### src/rtl/addr4u_share_ctrl.sv
// Round-robin share of one 4-bit adder between NREQ requesters.
// Each operand pair is evaluated as A+B and then B+A; disagreement triggers bounded retry.
module addr4u_share_ctrl #(
    parameter int NREQ      = 4,
    parameter int MAX_RETRY = 1,
    parameter int CNT_W     = 8,
    localparam int IDW      = (NREQ > 1) ? $clog2(NREQ) : 1
) (
    input  logic              clk,
    input  logic              rst,
    input  logic [NREQ-1:0]   req_valid,
    output logic [NREQ-1:0]   req_ready,
    input  logic [4*NREQ-1:0] req_a,
    input  logic [4*NREQ-1:0] req_b,
    output logic              resp_valid,
    input  logic              resp_ready,
    output logic [4:0]        resp_sum,
    output logic [IDW-1:0]    resp_id,
    output logic              resp_err,
    output logic [3:0]        add_a,
    output logic [3:0]        add_b,
    input  logic [4:0]        add_s,
    output logic [CNT_W-1:0]  fault_cnt
);

    typedef enum logic [1:0] {
        IDLE  = 2'd0,
        EVAL1 = 2'd1,
        EVAL2 = 2'd2,
        RESP  = 2'd3
    } state_t;

    state_t state, state_n;

    logic [IDW-1:0]  ptr;
    logic [IDW-1:0]  id_q;
    logic [3:0]      op_a;
    logic [3:0]      op_b;
    logic [4:0]      s1;
    logic            err_q;
    logic [2:0]      retry;

    logic            grant_hit;
    logic [IDW-1:0]  grant_id;
    logic [NREQ-1:0] grant_oh;
    logic [IDW:0]    cand;
    logic [IDW-1:0]  ptr_n;
    logic            hs;

    logic            latch;
    logic            cap_s1;
    logic            fault_inc;
    logic            retry_inc;
    logic            set_err;
    logic            resp_done;

    // First asserted requester at or after the pointer, wrapping at NREQ.
    always_comb begin
        grant_hit = 1'b0;
        grant_id  = '0;
        cand      = '0;
        for (int k = 0; k < NREQ; k++) begin
            cand = {1'b0, ptr} + (IDW+1)'(k);
            if (cand >= (IDW+1)'(NREQ))
                cand = cand - (IDW+1)'(NREQ);
            if (!grant_hit && req_valid[cand[IDW-1:0]]) begin
                grant_hit = 1'b1;
                grant_id  = cand[IDW-1:0];
            end
        end
    end

    always_comb begin
        grant_oh = '0;
        if (grant_hit)
            grant_oh[grant_id] = 1'b1;
    end

    assign req_ready = (state == IDLE && !rst) ? grant_oh : '0;
    assign hs        = |req_ready;
    assign ptr_n     = (grant_id == IDW'(NREQ - 1)) ? '0 : grant_id + 1'b1;

    always_comb begin
        state_n   = state;
        latch     = 1'b0;
        cap_s1    = 1'b0;
        fault_inc = 1'b0;
        retry_inc = 1'b0;
        set_err   = 1'b0;
        resp_done = 1'b0;
        unique case (state)
            IDLE: begin
                if (hs) begin
                    latch   = 1'b1;
                    state_n = EVAL1;
                end
            end
            EVAL1: begin
                cap_s1  = 1'b1;
                state_n = EVAL2;
            end
            EVAL2: begin
                if (add_s == s1) begin
                    state_n = RESP;
                end else begin
                    fault_inc = 1'b1;
                    if (retry < 3'(MAX_RETRY)) begin
                        retry_inc = 1'b1;
                        state_n   = EVAL1;
                    end else begin
                        set_err = 1'b1;
                        state_n = RESP;
                    end
                end
            end
            RESP: begin
                if (resp_ready) begin
                    resp_done = 1'b1;
                    state_n   = IDLE;
                end
            end
            default: state_n = IDLE;
        endcase
    end

    always_ff @(posedge clk or posedge rst) begin
        if (rst) begin
            state     <= IDLE;
            ptr       <= '0;
            id_q      <= '0;
            op_a      <= '0;
            op_b      <= '0;
            s1        <= '0;
            err_q     <= 1'b0;
            retry     <= '0;
            fault_cnt <= '0;
        end else begin
            state <= state_n;
            if (latch) begin
                op_a  <= req_a[4*grant_id +: 4];
                op_b  <= req_b[4*grant_id +: 4];
                id_q  <= grant_id;
                ptr   <= ptr_n;
                err_q <= 1'b0;
                retry <= '0;
            end
            if (cap_s1)
                s1 <= add_s;
            if (fault_inc && fault_cnt != {CNT_W{1'b1}})
                fault_cnt <= fault_cnt + 1'b1;
            if (retry_inc)
                retry <= retry + 1'b1;
            if (set_err)
                err_q <= 1'b1;
            if (resp_done)
                retry <= '0;
        end
    end

    // Second evaluation swaps the operands so a non-commutative fault shows up.
    always_comb begin
        add_a = 4'd0;
        add_b = 4'd0;
        if (state == EVAL1) begin
            add_a = op_a;
            add_b = op_b;
        end else if (state == EVAL2) begin
            add_a = op_b;
            add_b = op_a;
        end
    end

    assign resp_valid = (state == RESP);
    assign resp_sum   = resp_valid ? s1 : 5'd0;
    assign resp_id    = resp_valid ? id_q : '0;
    assign resp_err   = resp_valid ? err_q : 1'b0;

endmodule

### config.mk
export PLATFORM = sky130hd
export DESIGN_NAME = addr4u_share_ctrl
export DESIGN_NICKNAME = d
export VERILOG_FILES = /design/src/rtl/addr4u_share_ctrl.sv
export SDC_FILE = /design/constraint.sdc
export NUM_CORES = 1
export LEC_CHECK = 0
export ABC_AREA = 1
export CAP_MARGIN = 20
export CELL_PAD_IN_SITES_DETAIL_PLACEMENT = 1
export CELL_PAD_IN_SITES_GLOBAL_PLACEMENT = 2
export CORE_ASPECT_RATIO = 0.75
export CORE_MARGIN = 1
export CORE_UTILIZATION = 22
export DETAILED_ROUTE_END_ITERATION = 8
export PLACE_DENSITY = 0.79
export SLEW_MARGIN = 40
export SYNTH_ARGS = -nofsm -noshare
export SYNTH_HDL_FRONTEND = slang
export SYNTH_SLANG_ARGS = --single-unit
### constraint.sdc
create_clock -name clk -period 2.12 [get_ports clk]
set_input_delay 0.424 -clock clk [delete_from_list [all_inputs] [get_ports clk]]
set_output_delay 0.424 -clock clk [all_outputs]
set_load 0.05 [all_outputs]
==> metrics.md <==
| Metric | Value |
|---|---|
| Final Skew | `slightly below 0.005 ns` |
| Worst Path Max Fanout | `4` |
| Synth area leaders | `dfrtp_1, nand2_1, nand3_1` |
| Layout net count | `507` |
| Largest net degree at the start of global routing | `32` |
| Violations in the final reports | `negative setup slack` |
| Gpl congestion | `0.759` |
| Die X | `119 um` |
| Yosys top cell by area | `dfrtp_1` |
| Setup TNS | `-4.45 ns` |
| CTS tree | `built` |
| Via density | `4.41` |
| Maxcap violations | `0` |
| Area fraction of the dominant cell type after synthesis | `between 30% and 40%` |
| Detailed router's first-iteration violation count | `41` |
| Clk sinks | `31` |
| Crit path cell chain | `buf_6 > nand2_2 > nand2_4 > nand2_1 > nand2_2 > nor2_4 > nand4_1 > nand3_4 > ha_4 > inv_2 > nor2_4 > buf_12` |
| Syn_nets | `390` |
| Initial Utilization | `23.1%` |
| Worst-skew pair later-pin latency | `0.27 ns` |
| Slowest stage delay, CP | `0.45 ns` |
| Via Count | `about 2600` |
| Clock root cell | `clkbuf_16` |
| # hold bufs at CTS | `0` |
| Maximum root-to-sink buffer count | `2` |
| IO Count | `73` |
| TritonCTS Buffers | `5` |
| Setup Slack @ Placement | `-0.695 ns` |
| Placed Area | `3620 um2` |
| Fin. Hold Viols | `0` |
| DRT Pass-1 Iters | `4` |
| PortBufs | `72` |
| Cell area after layout | `4160 um2` |
| Total Power | `8.04 mW` |
| Wire length of the first global-routing pass | `13000 um` |
| Period utilization | `120%` |
| Wire per inst | `13.5 um` |
| Mapped cell area | `2260 um2` |
| Crit path DAT | `2.11 ns` |
| WHS | `0.509 ns` |
| Most frequent cells after synthesis | `nand2_1, inv_1, nand3_1` |
| Register area share after synthesis | `34.3%` |
| CTS H-tree lvls | `2` |
| Most frequent cell after synthesis | `nand2_1` |
| Crit path kind | `reg2out` |
| Crit path max-delay cell type | `dfrtp_2` |
| Vias in the first global route | `roughly 2700` |
| FMAX | `between 0.3 and 0.4 GHz` |
| Synthesized flop and latch total | `31` |
| Startpoint types | `register` |
| Post-synthesis cell type count | `29` |
| Critical Path RT | `between 1.5 and 2 ns` |
| Std-Cell Rows | `31` |
| Die ar. | `10700 um2` |
| Status | `complete, but fails checks` |
| Final setup violation count | `21` |
| Layout cells sized above 1 | `between 30% and 40%` |
| Number of synthesized flops with an enable pin | `0` |
| Grt ovf | `0` |
| Critical Path End Type | `primary output` |
| Hold Crit Class | `reg2reg` |
| Core Footprint | `9810 um2` |
| Minimum clock period | `approximately 2.5 ns` |
| RSZ-0062 raised after global routing | `yes` |
| Initial antenna violation count | `0` |
| Worst setup margin | `-0.415 ns` |
| Relative max-transition margin | `67.1%` |
| # DRC | `0` |
| Antenna viol nets, final | `0` |
| Power Density | `1930 nW/um2` |
| Ys Warns | `0` |
| Async S/R FF share, synth | `between 90% and 100%` |
| Worst-path clk slew | `0.05 ns` |
| Top FF cell, synth | `dfrtp_1` |
| Worst slew pin tran | `0.492 ns` |
| Avg Inst Size Synth | `between 6 and 7 um2` |
| Routed wire length | `7970 um` |
| Max-slew violations | `0` |
| Fillers | `1195` |
| Detailed Place HPWL | `a little under 6000 um` |
| Pleak | `2.04 nW` |
| Post-Synthesis Cells | `roughly 340` |
| Die height | `89.9 um` |
| Area Overhead vs Synth | `83.8%` |
| Ant diodes | `0` |
| GRT Total Usage | `14.9%` |
| Max IR drop VDD | `around 800 uV` |
## power by group
group          switching (mW)  internal, mW  leakage (nW)
Clock                   0.231         0.457        0.0727
Combinational            3.60          2.67          1.59
Sequential              0.212         0.863         0.385
## routing by layer
layer,GRT usage [%],vias up,share of wire (%)
met2,24.4,54,48
met4,2.74,0,0.55
met3,2.47,5,3.7
met1,20.6,1233,48
li1,-,1312,-
met5,0,-,0
## cell usage in the layout (no fill, tap or decap), types with 5 or more instances in the layout
cell type         n
buf_12           24
buf_4            37
clkbuf_16         5
clkdlybuf4s50_1  47
dfrtp_1          30
inv_1            44
inv_2             7
nand2_1          87
nand2_2          27
nand2_4           6
nand3_1          40
nand4_1           5
nor2_1           21
nor2_4            5
nor3_1            5
xnor2_1           6
xor2_1            5
## timing repair
item / 4_1_cts / 5_1_grt
setup endpoints to repair: 21 / 29
pin swaps: 26 / 32
buffers inserted: 10 / 6
gates cloned: 2 / 1
resized for setup: 37 / 35
## final cells by class
cell class,count,area (um2),area share [%]
Multi-Input combinational cell,247,1510,36.2
Timing Repair Buffer,118,1340,32.2
Sequential cell,31,777,18.7
Inverter,55,228,5.47
Tap cell,132,165,3.97
Clock buffer,6,139,3.34
Clock inverter,1,5.00,0.120
Timing Repair inverter,1,5.00,0.120
## per-stage QoR
| step | std cells | utilization (%) |
|---|---|---|
| 6_report | 591 | 42.4 |
| 5_1_grt | 591 | 42.4 |
| 4_1_cts | 585 | 40.4 |
| 3_5_place_dp | 566 | 36.9 |
| 3_3_place_gp | 566 | 36.9 |
| 2_1_floorplan | 342 | - |
## flip-flops by register name, summed over array words and instances, names as in the netlist
signal     cells
retry          3
ptr            2
err_q          1
fault_cnt      8
id_q           2
op_b           4
state          2
s1             5
op_a           4
## path summary, 6_finish.rpt
kind                          from            to  slack, ns  cells past startpoint
max                         ptr[0]  req_ready[3]      -0.42                     12
min                        op_a[3]       op_a[3]       0.51                      2
max reg2reg                 ptr[0]         err_q      -0.21                     16
min reg2reg                op_a[3]       op_a[3]       0.51                      2
max in group asynchronous      rst        ptr[0]       1.14                      3
min in group asynchronous      rst       op_b[3]       0.66                      3
## cells by family after synthesis
kind of cell | after synthesis | share of synthesized area, %
compound gates | 22 | 6.24
buf+inv | 65 | 12.8
simple gates | 209 | 40.3
fa+ha+maj | 4 | 2.21
xor+xnor | 11 | 4.25
flops | 31 | 34.3
## critical path: cells and delay by family (launching register included)
kind / cells / cell delay, ns
buffers and inverters: 3 / 0.33
AND/OR/NAND/NOR: 8 / 0.88
adder cells (fa/ha/maj): 1 / 0.16
flip-flops: 1 / 0.45
Power figures use the tool's default switching activity.
